<file path="config.mk">
export PLATFORM = sky130hd
export DESIGN_NAME = max_pool_ctrl
export DESIGN_NICKNAME = d
export VERILOG_FILES = /design/src/rtl/max_pool_ctrl.sv
export SDC_FILE = /design/constraint.sdc
export NUM_CORES = 1
export LEC_CHECK = 0
export ABC_AREA = 1
export ABC_CLOCK_PERIOD_IN_PS = 1700
export BUFFER_PORTS_ARGS = -buffer_cell sky130_fd_sc_hd__buf_2
export CAP_MARGIN = 5
export CORE_MARGIN = 1.5
export CORE_UTILIZATION = 49
export CTS_BUF_LIST = sky130_fd_sc_hd__clkbuf_8
export DETAILED_ROUTE_END_ITERATION = 10
export PLACE_DENSITY = 0.86
export SYNTH_ARGS = -nofsm -noshare
export SYNTH_HDL_FRONTEND = slang
export SYNTH_SLANG_ARGS = --single-unit
</file>
<file path="constraint.sdc">
create_clock -name clk -period 1.7 [get_ports clk]
set_input_delay 0.085 -clock clk [delete_from_list [all_inputs] [get_ports clk]]
set_output_delay 0.085 -clock clk [all_outputs]
set_load 0.1 [all_outputs]
</file>
<file path="src/rtl/max_pool_ctrl.sv">
// max_pool_ctrl: streams one feature map out of a row-major buffer and emits
// the signed maximum of every POOL x POOL window (stride STRIDE) in raster
// order through a valid/ready output.
// Optional build macro: MAXPOOL_RELU_EN clamps negative maxima to zero (fused ReLU).
module max_pool_ctrl #(
    parameter int DATA_WIDTH = 32,
    parameter int IMG_W      = 8,
    parameter int IMG_H      = 8,
    parameter int POOL       = 2,
    parameter int STRIDE     = 2,
    parameter int ADDR_WIDTH = 16
) (
    input  logic                  clk,
    input  logic                  rst,
    input  logic                  start,
    output logic                  busy,
    output logic                  done,
    output logic                  rd_en,
    output logic [ADDR_WIDTH-1:0] rd_addr,
    input  logic [DATA_WIDTH-1:0] rd_data,
    output logic [DATA_WIDTH-1:0] out_data,
    output logic                  out_valid,
    input  logic                  out_ready
);

    localparam int OW  = (IMG_W - POOL) / STRIDE + 1;
    localparam int OH  = (IMG_H - POOL) / STRIDE + 1;
    localparam int KW  = (POOL > 1) ? $clog2(POOL) : 1;
    localparam int OXW = (OW > 1) ? $clog2(OW) : 1;
    localparam int OYW = (OH > 1) ? $clog2(OH) : 1;

    typedef enum logic [2:0] {
        S_IDLE,
        S_FETCH,
        S_DRAIN,
        S_OUT,
        S_FIN
    } state_t;

    state_t                state_q, state_d;
    logic [KW-1:0]         kx_q, kx_d;
    logic [KW-1:0]         ky_q, ky_d;
    logic [OXW-1:0]        ox_q, ox_d;
    logic [OYW-1:0]        oy_q, oy_d;
    logic [DATA_WIDTH-1:0] acc_q, acc_d;
    logic                  rd_vld_q, rd_vld_d;      // rd_data carries a window word this cycle
    logic                  rd_first_q, rd_first_d;  // that word is the first of its window

    logic [ADDR_WIDTH-1:0] row_addr;
    logic                  last_tap;
    logic                  last_window;

    assign last_tap    = (kx_q == KW'(POOL - 1)) && (ky_q == KW'(POOL - 1));
    assign last_window = (ox_q == OXW'(OW - 1)) && (oy_q == OYW'(OH - 1));

    // State, counters and accumulator registers
    always_ff @(posedge clk) begin
        if (rst) begin
            state_q    <= S_IDLE;
            kx_q       <= '0;
            ky_q       <= '0;
            ox_q       <= '0;
            oy_q       <= '0;
            acc_q      <= '0;
            rd_vld_q   <= 1'b0;
            rd_first_q <= 1'b0;
        end else begin
            state_q    <= state_d;
            kx_q       <= kx_d;
            ky_q       <= ky_d;
            ox_q       <= ox_d;
            oy_q       <= oy_d;
            acc_q      <= acc_d;
            rd_vld_q   <= rd_vld_d;
            rd_first_q <= rd_first_d;
        end
    end

    // Next-state logic, window/tap counters and control outputs
    always_comb begin
        state_d   = state_q;
        kx_d      = kx_q;
        ky_d      = ky_q;
        ox_d      = ox_q;
        oy_d      = oy_q;
        busy      = 1'b0;
        done      = 1'b0;
        rd_en     = 1'b0;
        out_valid = 1'b0;
        case (state_q)
            S_IDLE: begin
                if (start) begin
                    state_d = S_FETCH;
                    kx_d    = '0;
                    ky_d    = '0;
                    ox_d    = '0;
                    oy_d    = '0;
                end
            end
            S_FETCH: begin
                busy  = 1'b1;
                rd_en = 1'b1;
                if (kx_q == KW'(POOL - 1)) begin
                    kx_d = '0;
                    if (last_tap) begin
                        ky_d    = '0;
                        state_d = S_DRAIN;
                    end else begin
                        ky_d = ky_q + KW'(1);
                    end
                end else begin
                    kx_d = kx_q + KW'(1);
                end
            end
            S_DRAIN: begin
                // the last word of the window is folded into acc this cycle
                busy    = 1'b1;
                state_d = S_OUT;
            end
            S_OUT: begin
                busy      = 1'b1;
                out_valid = 1'b1;
                if (out_ready) begin
                    if (last_window) begin
                        ox_d    = '0;
                        oy_d    = '0;
                        state_d = S_FIN;
                    end else begin
                        if (ox_q == OXW'(OW - 1)) begin
                            ox_d = '0;
                            oy_d = oy_q + OYW'(1);
                        end else begin
                            ox_d = ox_q + OXW'(1);
                        end
                        state_d = S_FETCH;
                    end
                end
            end
            S_FIN: begin
                done    = 1'b1;
                state_d = S_IDLE;
            end
            default: state_d = S_IDLE;
        endcase
    end

    // Read address of the current tap; parked at 0 when not fetching
    always_comb begin
        row_addr = ADDR_WIDTH'(oy_q) * ADDR_WIDTH'(STRIDE) + ADDR_WIDTH'(ky_q);
        rd_addr  = '0;
        if (state_q == S_FETCH) begin
            rd_addr = row_addr * ADDR_WIDTH'(IMG_W)
                    + ADDR_WIDTH'(ox_q) * ADDR_WIDTH'(STRIDE) + ADDR_WIDTH'(kx_q);
        end
    end

    // Signed running maximum; first word of a window reloads, ties keep acc
    always_comb begin
        rd_vld_d   = rd_en;
        rd_first_d = rd_en && (kx_q == '0) && (ky_q == '0);
        acc_d      = acc_q;
        if (rd_vld_q) begin
            if (rd_first_q || ($signed(rd_data) > $signed(acc_q))) begin
                acc_d = rd_data;
            end
        end
    end

    // Output word, optionally rectified
    always_comb begin
`ifdef MAXPOOL_RELU_EN
        out_data = acc_q[DATA_WIDTH-1] ? '0 : acc_q;
`else
        out_data = acc_q;
`endif
    end

endmodule

</file>
Word-level counts from Yosys, hierarchy flattened
Cells that the tools add are included.
{"block": "op_classes", "reduce_logical": 15, "n_addsub": 7, "n_eq_ne": 11, "muxes": 26, "n_bitwise": 2, "n_lt_le_gt_ge": 1}
{"cell": "$gt 32x32->1", "count": 1}
{"cell": "$mux 3", "count": 5}
{"cell": "$mux 2", "count": 7}
{"cell": "$pmux 3 s4", "count": 1}
{"cell": "$add 8x1->9", "count": 1}
{"cell": "$mux 9", "count": 1}
{"cell": "$add 7x3->8", "count": 1}
{"cell": "$mux 1", "count": 8}
{"cell": "$ne 2x2->1 const B", "count": 4}
{"cell": "$pmux 2 s2", "count": 2}
{"cell": "$reduce_and 4->1", "count": 2}
{"cell": "$eq 3x2->1 const B", "count": 2}
{"cell": "$reduce_and 3->1", "count": 2}
{"cell": "$add 2x1->2 const B", "count": 2}
{"cell": "$add 3x1->4", "count": 1}
{"cell": "$eq 2x2->1 const B", "count": 2}
{"cell": "$logic_and 1x1->1", "count": 4}
{"cell": "$pmux 1 s2", "count": 2}
{"cell": "$reduce_and 2->1", "count": 2}
{"cell": "$reduce_bool 2->1", "count": 2}
{"cell": "$eq 3x1->1 const B", "count": 1}
{"cell": "$eq 3x3->1 const B", "count": 1}
{"cell": "$logic_not 3->1", "count": 1}
{"cell": "$ne 3x3->1 const B", "count": 1}
{"cell": "4 further kinds", "count": 6}
{"block": "word_totals", "wordCells": 70, "register_bits": 43, "out_inout_bits": 52}

Longest topological paths before layout
Gate-level depths: netlist (run 1).
{"block": "depth", "ltp_word": 5, "mapped_depth": 21, "depth_no_buf": 20}

Worst setup path before layout (run 1)
No wires, ideal clock.
{"block": "synth_timing", "path_kind": "register -> output", "from": "reg state_q[2]", "to": "out rd_addr[0]", "t_arrival_ns": 3.788, "setup_slack_ns": -2.173, "n_path_buf": 0, "stages_incl_launch_ff": 6, "cell_sequence": "dfxtp_1 > nor2_1 > inv_1 > nor2_1 > clkinv_1 > nor2_1"}
{"block": "synth_between", "elab_chain_len": 2}
{"element": "start: declaration", "line_no": "40", "source": "state_t state_q, state_d;"}
{"element": "start signal: assignment", "line_no": "68", "source": "state_q <= state_d;"}
{"element": "$eq 3x1->1", "line_no": "151", "source": "if (state_q == S_FETCH) begin"}
{"element": "$mux 9", "line_no": "151"}
{"element": "end: declaration", "line_no": "19", "source": "output logic [ADDR_WIDTH-1:0] rd_addr,"}
No other way between the ends.

Final worst setup path (run 1)
{"block": "layout_timing", "from": "reg acc_q[17] (netlist: out_data[17])", "to": "reg acc_q[13] (netlist: out_data[13])"}
{"block": "layout_between", "elab_chain_len": 3}
{"element": "start: declaration", "line_no": "45", "source": "logic [DATA_WIDTH-1:0] acc_q, acc_d;"}
{"element": "start signal: assignment", "line_no": "64", "source": "acc_q <= '0;"}
{"element": "start signal: assignment", "line_no": "73", "source": "acc_q <= acc_d;"}
{"element": "$gt 32x32->1", "line_no": "163", "source": "if (rd_first_q || ($signed(rd_data) > $signed(acc_q))) begin"}
{"element": "$logic_or 1x1->1", "line_no": "163"}
{"element": "$reduce_and 2->1 (no line)"}
No other way between the ends.
A chain may end at the register's enable or synchronous reset.

==> results of run 1 <==
logic make-up after synthesis:
kind of cell	share of synthesized area, %
other cells	0.1265
fa+ha+maj	14.77
flops	29.04
compound gates	12.07
buf+inv	17.73
simple gates	26.26
final cells by class:
class / count / area, µm² / area share (%)
Clock buffer: 5 / 68.82 / 1.486
Clock inverter: 3 / 11.26 / 0.2431
Inverter: 89 / 341.6 / 7.374
Multi-Input combinational cell: 295 / 2092 / 45.16
Sequential cell: 43 / 983.4 / 21.23
Tap cell: 75 / 93.84 / 2.026
Timing Repair Buffer: 133 / 1041 / 22.47
placed cells by master, fill, tap and decap left out, types with 4 or more instances in the layout:
cell / instances
inv_1: 71
buf_2: 71
nand2_1: 62
buf_4: 45
nor2_1: 44
dfxtp_4: 32
a21oi_1: 30
a21oi_2: 24
ha_1: 21
nand3_1: 20
inv_2: 16
nand3_2: 14
ha_4: 14
nand2_2: 13
conb_1: 10
buf_12: 10
nor2_4: 9
dfxtp_1: 9
nor2_2: 5
o21ai_0: 5
clkbuf_8: 5
clkbuf_16: 5
nor3_1: 4
critical path, stage by stage, from the launching register on:
cell	delay (ns)
dfxtp_4	0.36
inv_1	0.06
ha_1	0.31
nand2_1	0.06
nand2_1	0.07
nand2_1	0.05
nand2_1	0.08
nand2_2	0.06
a21oi_2	0.15
nor2_2	0.06
nand3_1	0.09
nand2_2	0.07
nand2_4	0.11
nand2_8	0.11
buf_12	0.17
a21oi_1	0.15
nor2_1	0.07
repair_timing:
action / in CTS / in global routing
pin swaps: 1 / 9
gates cloned: 0 / 8
gates resized for setup: 7 / 52
endpoints found under the setup margin: 32 / 32
setup buffers: 1 / 1
worst max-delay path by stage:
stage | from | end | slack (ns) | cells past startpoint
after CTS | out_data[13] | out_data[21] | -0.33 | 15
final | out_data[17] | out_data[13] | -0.44 | 16
after global routing | out_data[17] | out_data[22] | -0.64 | 17
after global placement | out_data[9] | out_data[18] | -0.31 | 16
after floorplan | state_q[0] | oy_q[1] | -0.37 | 8
after detailed placement | out_data[9] | out_data[21] | -0.36 | 16
power by group:
group	leakage [µW]	internal [µW]	switching (µW)
sequential	0.000375	1090	61.6
clock	0.0000444	275	342
combinational	0.00178	766	1470
stage by stage:
stage	hold slack [ns]	setup TNS, ns	worst slack [ns]	util (%)
global placement	0.3946	-8.905	-0.3086	69.41
global route	0.1148	-19.12	-0.6435	78.70
CTS	0.08639	-9.736	-0.3280	71.53
detailed placement	0.3934	-10.52	-0.3612	69.41
floorplan	0.2758	-15.34	-0.3749	-
finish	0.09115	-12.82	-0.4372	78.70
registers in the layout, summed over array words and instances (netlist names):
name and flops:
kx_q 1, ky_q 1, out_data 32, ox_q 2, oy_q 2, rd_first_q 1
rd_vld_q 1, state_q 3
per-layer routing:
metal  global-route usage (%)  up-vias  routed length, µm
li1                         -     1625                  -
met4                    6.207        0                113
met2                    42.02       88               4272
met1                    24.07     1505               3426
met3                    3.596       15                325
met5                        0        -                  0
==> results.md, run 1 <==
* Cell area power density at 866.1 nW/µm²
* CTS tree: built
* Synth top area cells: dfxtp_1 29%, ha_1 15%, inv_1 11%, nand2_1 9.4%, a21oi_1 8.8%
* Pre-antenna DRT Iters at 4
* GRT Resource Usage Total at a little over a fifth
* Die height at 80.78 µm
* Register bit total from synthesis at between 40 and 50
* Hold/Removal Path Class: in -> reg
* CTS Buffer Depth at 2
* Final instance count without filler cells at 643
* First-pass GRT wire length at ~11 mm
* Reg-to-reg endpoint: out_data[13]
* Core Area at between 5000 and 6000 µm²
* Async SR Flop Fraction at 0%
* CP Class: reg -> reg
* Most frequent cell after synthesis: inv_1
* Leak Pwr at between 0.002 and 0.0025 µW
* Num ports at 88
* Antenna violations before repair at 0
* WL per Instance at between 10 and 15 µm
* # diodes at 0
* Cells after DPL at approximately 630
* # H-tree levels at 2
* IO Port Bufs at 77
* Hold Path Origin: out_ready
* Sequential area share after synthesis at between 20% and 30%
* Final worst-path cycle share at 125.7%
* Via count at about 3200
* Failing checks: negative setup slack
* Finish-stage setup viols at 32
* Largest net degree at the start of global routing at between 60 and 70
* Share of layout cells above drive strength 1 at between 40% and 50%
* CP arrival at ~2.3 ns
* Maximum Capacitance Violations at 0
* Total wire length at 8.138 mm
* NumNets Final at between 600 and 700
* Root buf cell: clkbuf_8
* Clock Latency Late Sink at slightly below 0.3 ns
* Req. time, crit path at between 1.5 and 2 ns
* Area grow syn2layout at 56.27%
* Syn_area_per_cell at approximately 6.7 µm²
* Skew final at 0.007712 ns
* Worst Path Max Fanout at 7
* Fin crit period at 2.137 ns
* Vias per inst at 5.028
* Worst Reg2Reg Path Length in Cells at 16
* Final Max Tran Viols at 0
* Clock sink total at between 40 and 50
* Synth top cells by count: 87 x inv_1, 74 x nand2_1, 56 x nor2_1, 52 x a21oi_1, 43 x dfxtp_1
* Starting Density at 50.36%
* Area after DPL at between 4000 and 5000 µm²
* Synth Flop Type: dfxtp_1
* Die X at ~81 µm
* Die footprint at 6525 µm²
* Synth warnings at 0
* GPL Wtd Cong at 0.8158
* Peak supply drop at 0.0005289 V
* Status: finished, violations left
* # fillers at approximately 390
* Grt ovf at 0
* FMAX at 0.4679 GHz
* Hold-fix buffers, CTS at 0
* Share of the synthesized area in the top cell type at between 20% and 30%
* Worst hold endpoint: state_q[1]
* Reg2reg start: out_data[17]
* Row count at 28
* Total CTS buffers at 5
* Final Hold Violating Endpoints at 0
* Vias in the first global route at between 2000 and 3000
* Final worst slack at -0.4372 ns
* Final instance area at 4632 µm²
* FF-to-FF setup slack at -0.44 ns
* Synth Cell Area at between 2000 and 3000 µm²
* Setup crit start kind: register
* Final ANT Viol Nets at 0
* Mapped Cells at 444
* Netlist cell types at 28
* Clock slew at reported path FFs at 0.08 ns
* Crit end category: register
* Design Power at ~4000 µW
* Most area-hungry cell type in the Yosys netlist: dfxtp_1
* RSZ-0062 raised after global routing: yes
* DR DRC count at 0
* Hpwl dp at between 5 and 6 mm
* Number of synthesized flops with an enable pin at 0
* 1st-iter DRT viols at about 120
* Hold Path Depth at 4
(Power assumes the default switching activity.)
==> inputs of run 2 (changes only) <==
==> config.mk (replaced) <==
export PLATFORM = sky130hd
export DESIGN_NAME = max_pool_ctrl
export DESIGN_NICKNAME = d
export VERILOG_FILES = /design/src/rtl/max_pool_ctrl.sv
export SDC_FILE = /design/constraint.sdc
export NUM_CORES = 1
export LEC_CHECK = 0
export ABC_CLOCK_PERIOD_IN_PS = 1700
export BUFFER_PORTS_ARGS = -buffer_cell sky130_fd_sc_hd__buf_2
export CAP_MARGIN = 5
export CORE_MARGIN = 1.5
export CORE_UTILIZATION = 48
export CTS_BUF_LIST = sky130_fd_sc_hd__clkbuf_8
export DETAILED_ROUTE_END_ITERATION = 10
export PLACE_DENSITY = 0.85
export SYNTH_ARGS = -nofsm -noshare
export SYNTH_HDL_FRONTEND = slang
export SYNTH_SLANG_ARGS = --single-unit
export TNS_END_PERCENT = 10
==> results.md, run 2 <==
* Status: finished, violations left
* Failing checks: negative setup slack
* Synth warnings at 0
* Final worst slack at -0.8339 ns
* Worst Path Max Fanout at 6
* Final instance count without filler cells at 533
* Antenna violations before repair at 0
* Finish-stage setup viols at 32
* Skew final at around 0.0054 ns
* Area of the multi-input gates at ~1800 µm²
* Worst relative slew slack at 66.07%
* Netlist cell types at 36
* CTS Buffer Depth at 2
* Vias per inst at between 5 and 6
* # fillers at about 470
* Final Max Tran Viols at 0
* GPL Wtd Cong at ~0.83
* FF/Latch Area at about 950 µm²
* Synth Flop Type: dfxtp_1
* Worst slack, placed at -0.8021 ns
* Final Hold Violating Endpoints at 0
* Synth Cell Area at between 2000 and 3000 µm²
* GRT Resource Usage Total at roughly a fifth
* Most frequent cell after synthesis: nand2b_1
* Largest register FFs at 32
* Delay-heaviest family, CP: compound AO/OA/AOI/OAI gates
* Via count at approximately 2700
* Die footprint at roughly 6500 µm²
* Number of synthesized flops with an enable pin at 0
* Total CTS buffers at 5
* Final ANT Viol Nets at 0
* Worst-margin pin slew at between 0.5 and 0.6 ns
* Synth top cells by count: 66 x nand2b_1, 43 x dfxtp_1, 35 x ha_1, 35 x inv_1, 33 x mux2i_1
* Starting Density at 49.45%
* IO Port Bufs at 77
* NumNets Final at between 500 and 600
* Met1 Usage GRT at between 20% and 30%
* Hold-fix buffers, CTS at 0
* DR DRC count at 0
* CP Class: reg -> reg
* Fin util at 69.28%
* Num ports at 88
* Row count at 28
* Req. time, crit path at between 1.5 and 2 ns
* Syn_area_per_cell at between 8 and 9 µm²
* Die X at a little over 80 µm
* Async SR Flop Fraction at 0%
* Reg-to-reg endpoint: out_data[24]
* Crit. Startpoint: out_data[14]
* Clock Latency Late Sink at about 0.30 ns
* Setup crit start kind: register
* Sequential area share after synthesis at 29.58%
* Setup crit end: out_data[24]
* Levels on crit path at 11
* Final worst-path cycle share at 149.1%
* Smallest hold slack at 0.03708 ns
* Leak Pwr at 0.002056 µW
* Commonest non-fill, non-tap cell in the layout: buf_2
* # H-tree levels at 2
* Grt met2 use at a little over a third
* Mapped Cells at around 340
* Crit path cell chain: inv_2 > ha_4 > and4_1 > nand4_1 > or3_1 > o21a_1 > a32o_2 > a31oi_4 > buf_6 > clkbuf_16 > mux2i_1
* Reg2reg start: out_data[14]
* FF-to-FF setup slack at -0.83 ns
* Cell area power density at ~730 nW/µm²
* CTS tree: built
* WL per Instance at approximately 13 µm
* Hpwl dp at between 5 and 6 mm
* First-pass GRT wire length at approximately 10 mm
* Cells after DPL at ~520
* Worst Reg2Reg Path Length in Cells at 11
* Fin crit period at 2.534 ns
* Crit path max-delay cell type: dfxtp_4
* Total wire length at just under 7 mm
* FMAX at about 0.39 GHz
* RSZ-0062 raised after global routing: yes
* Busiest grt layer: met2
* Die height at just over 80 µm
* 1st-iter DRT viols at 50
* Grt ovf at 0
* Largest net degree at the start of global routing at between 40 and 50
* Register bit total from synthesis at 43
* Clock sink total at 43
* # diodes at 0
* Area grow syn2layout at 40.11%
* Clock slew at reported path FFs at 0.09 ns
* WP buf/inv at 3
* Crit end category: register
* Max incr delay on CP at roughly 0.35 ns
* Pre-antenna DRT Iters at 5
* Core Area at ~5900 µm²
* CP arrival at 2.75 ns
* Final instance area at around 4100 µm²
* Commonest non-fill, non-tap cells in the layout: 69 x buf_2, 66 x nand2b_1, 41 x buf_4, 33 x mux2i_1
* Share of the synthesized area in the top cell type at around 30%
* Root buf cell: clkbuf_8
* Share of layout cells above drive strength 1 at around 39%
* Most area-hungry cell type in the Yosys netlist: dfxtp_1
* Hold/Removal Path Class: in -> reg
* GR Layer Usage met3 at between 3 and 4%
* Peak supply drop at just over 0.0004 V
* Maximum Capacitance Violations at 0
* Area after DPL at slightly below 4000 µm²
* Synth top area cells: dfxtp_1 30%, ha_1 15%, nand2b_1 14%, mux2i_1 11%, inv_1 4.5%
* Vias in the first global route at approximately 2500
## run 2: worst min path at each step
stage	slack [ns]	endpoint	cells after the start	start
floorplan	0.23	out_data[10]	2	rd_data[10]
global placement	0.35	out_data[10]	3	rd_data[10]
detailed placement	0.35	out_data[11]	3	rd_data[11]
CTS	0.04	out_data[6]	3	rd_data[6]
global route	0.04	out_data[17]	3	rd_data[17]
finish	0.04	out_data[17]	3	rd_data[17]
## run 2: cell families after synthesis
logic type / share of synthesized area, %
compound gates: 9.759
fa+ha+maj: 15.05
buf+inv: 9.931
flops: 29.58
mux: 11.35
other cells: 0.1289
simple gates: 24.21
## run 2: power breakdown
group          switching [µW]  internal (µW)
registers                47.1           1050
clock network             363            365
logic                     773            387
## run 2: per-layer routing
metal	share of wire, %	routed length [µm]	vias to the layer above
met5	0	0	-
met4	1.1	78	0
met3	5.2	354	8
met2	49	3374	73
met1	44	3016	1229
li1	-	-	1362
## run 2: area by class of cell
class	instances	area share, %
tap	75	2.301
multi-input combinational	246	45.23
clock inverter	1	0.09205
sequential	43	23.35
timing repair buffer	126	23.44
clock buffer	7	2.363
inverter	35	3.222
## run 2: metrics by stage
stage | power (µW) | TNS, ns
after floorplan | 1954 | -30.01
after global placement | 2190 | -21.08
after detailed placement | 2222 | -23.84
after CTS | 2957 | -23.84
after global routing | 3135 | -28.31
final | 2985 | -24.80
## run 2: worst reg2reg max path, delay by kind of cell (launching register included)
kind	cells	cell delay [ns]
flops	1	0.35
simple gates	3	0.62
mux	1	0.21
buf+inv	3	0.35
fa+ha+maj	1	0.27
compound gates	3	0.64
## run 2: timing repair
item | in CTS | in global routing
endpoints found under the hold margin | 0 | 0
pin swaps | 0 | 2
resized for setup | 4 | 7
buffers inserted | 0 | 3
endpoints found under the setup margin | 32 | 39
cloned | 0 | 3
==> inputs of run 3 (changes only) <==
--- a/config.mk
+++ b/config.mk
@@ -12,6 +12,7 @@
 export CORE_UTILIZATION = 48
 export CTS_BUF_LIST = sky130_fd_sc_hd__clkbuf_8
 export DETAILED_ROUTE_END_ITERATION = 10
+export GPL_TIMING_DRIVEN = 0
 export PLACE_DENSITY = 0.85
 export SYNTH_ARGS = -nofsm -noshare
 export SYNTH_HDL_FRONTEND = slang
==> results.md, run 3 (synthesis results as in run 2) <==
* Sw power at 1184 µW
* Hold-fix buffers, CTS at 0
* Row count at 28
* Clock Power Share at 22.3%
* Logic pwr share at 39.8%
* Worst Path Max Fanout at 5
* Skew final at about 0.0047 ns
* Die footprint at approximately 6500 µm²
* Grt ovf at 0
* WL per Instance at 13.42 µm
* Core Area at about 6000 µm²
* Die X at between 80 and 90 µm
* Finish-stage setup viols at 32
* Largest register FFs at 32
* Sequential share of power at 37.9%
* NumNets Final at ~520
* Num ports at slightly below 90
* Setup crit start kind: register
* Crit path cell chain: inv_2 > ha_4 > and4_4 > nand4_1 > or3_1 > o21a_1 > a32o_2 > a31oi_4 > buf_6 > buf_8 > mux2i_2
* Hold/Removal Path Class: in -> reg
* Starting Density at roughly half
* Die height at approximately 80 µm
* First-pass GRT wire length at just over 10 mm
* Antenna violations before repair at 0
* Cell area power density at between 700 and 800 nW/µm²
* Hpwl dp at 4.941 mm
* Root buf cell: clkbuf_8
* GRT Resource Usage Total at about 20%
* Final Max Tran Viols at 0
* CP Class: reg -> reg
* Vias in the first global route at 2306
* Fin util at between 60% and 70%
* Leak Pwr at roughly 0.0019 µW
* Final instance count without filler cells at roughly 520
* CTS Buffer Depth at 2
* FMAX at between 0.3 and 0.4 GHz
* IO Port Bufs at 76
* # diodes at 0
* Switching part of the total power at 40.98%
* Largest net degree at the start of global routing at 14
* Via count at around 2600
* Clock Latency Late Sink at just under 0.3 ns
* Clock sink total at 43
* Peak supply drop at around 0.0005 V
* Total wire length at about 7 mm
* Total CTS buffers at 5
* WP buf/inv at 3
* Share of layout cells above drive strength 1 at a little under two fifths
* Max incr delay on CP at approximately 0.36 ns
* Clock slew at reported path FFs at roughly 0.080 ns
* Status: finished, violations left
* Pre-antenna DRT Iters at 4
* Vias per inst at about 5
* Final worst slack at -0.9318 ns
* CP arrival at ~2.8 ns
* Delay-heaviest family, CP: simple AND/OR/NAND/NOR gates
* Final worst-path cycle share at 154.8%
* Area grow syn2layout at 35.38%
* GPL Wtd Cong at ~0.85
* DR DRC count at 0
* Cells after DPL at approximately 500
* # H-tree levels at 2
* Req. time, crit path at between 1.5 and 2 ns
* Maximum Capacitance Violations at 0
* Smallest hold slack at about 0.043 ns
* Crit end category: register
* 1st-iter DRT viols at 59
* Fin crit period at approximately 2.6 ns
* Failing checks: negative setup slack
* Worst slack, placed at -1.029 ns
* Final ANT Viol Nets at 0
* Crit path max-delay cell type: dfxtp_4
* Final Hold Violating Endpoints at 0
* Internal Power at 1705 µW
* CTS tree: built
* RSZ-0062 raised after global routing: yes
* Commonest non-fill, non-tap cells in the layout: 66 x nand2b_1, 66 x buf_2, 32 x buf_4, 30 x mux2i_1
run 3: power groups by stage:
stage	clock network (µW)	logic [µW]	registers, µW
floorplan	0	551	1400
global placement	0	1010	1110
detailed placement	0	1030	1120
CTS	663	1080	1090
global route	724	1230	1100
finish	643	1150	1090
run 3: layout make-up:
cell class              instances  area [µm²]
inverters                      35       131.4
multi-input cells             246        1911
flip-flops and latches         43       950.9
clock inverters                 3       15.01
clock buffers                   5       68.82
plain buffers                  23       168.9
well taps                      75       93.84
repair buffers                 93       600.6
fillers                       495        1946
run 3: worst reg2reg max path: cells and delay by family, from the launching register on:
family	cells	cell delay, ns
AO/OA/AOI/OAI	3	0.67
adder cells (fa/ha/maj)	1	0.27
buffers and inverters	3	0.35
flip-flops	1	0.36
multiplexers	1	0.21
AND/OR/NAND/NOR	3	0.71
run 3: timing repair:
| action | in CTS | in global routing |
|---|---|---|
| gates resized for setup | 15 | 17 |
| cloned | 1 | 2 |
| hold endpoints to repair | 0 | 0 |
| endpoints found under the setup margin | 42 | 44 |
| setup buffers | 8 | 6 |
| pin swaps | 3 | 6 |
run 3: metrics by stage:
stage / instance area [µm²] / power (µW) / setup TNS, ns
floorplan: 3054 / 1954 / -30.01
global placement: 3528 / 2121 / -29.88
detailed placement: 3528 / 2143 / -31.28
CTS: 3747 / 2835 / -29.32
global route: 3940 / 3058 / -33.27
finish: 3940 / 2889 / -27.87
run 3: worst paths after layout:
| check | start | to | slack, ns | cells past startpoint |
|---|---|---|---|---|
| max reg2reg | out_data[14] | out_data[12] | -0.93 | 11 |
| min | rd_data[5] | out_data[5] | 0.04 | 3 |
| min reg2reg | out_data[25] | out_data[25] | 0.49 | 2 |
| max | out_data[14] | out_data[12] | -0.93 | 11 |
run 3: per-layer routing:
layer  global-route usage (%)  wire length, µm
met2                    35.50             3635
met1                    25.27             2986
met5                        0                0
met4                    4.655               88
met3                    4.270              311
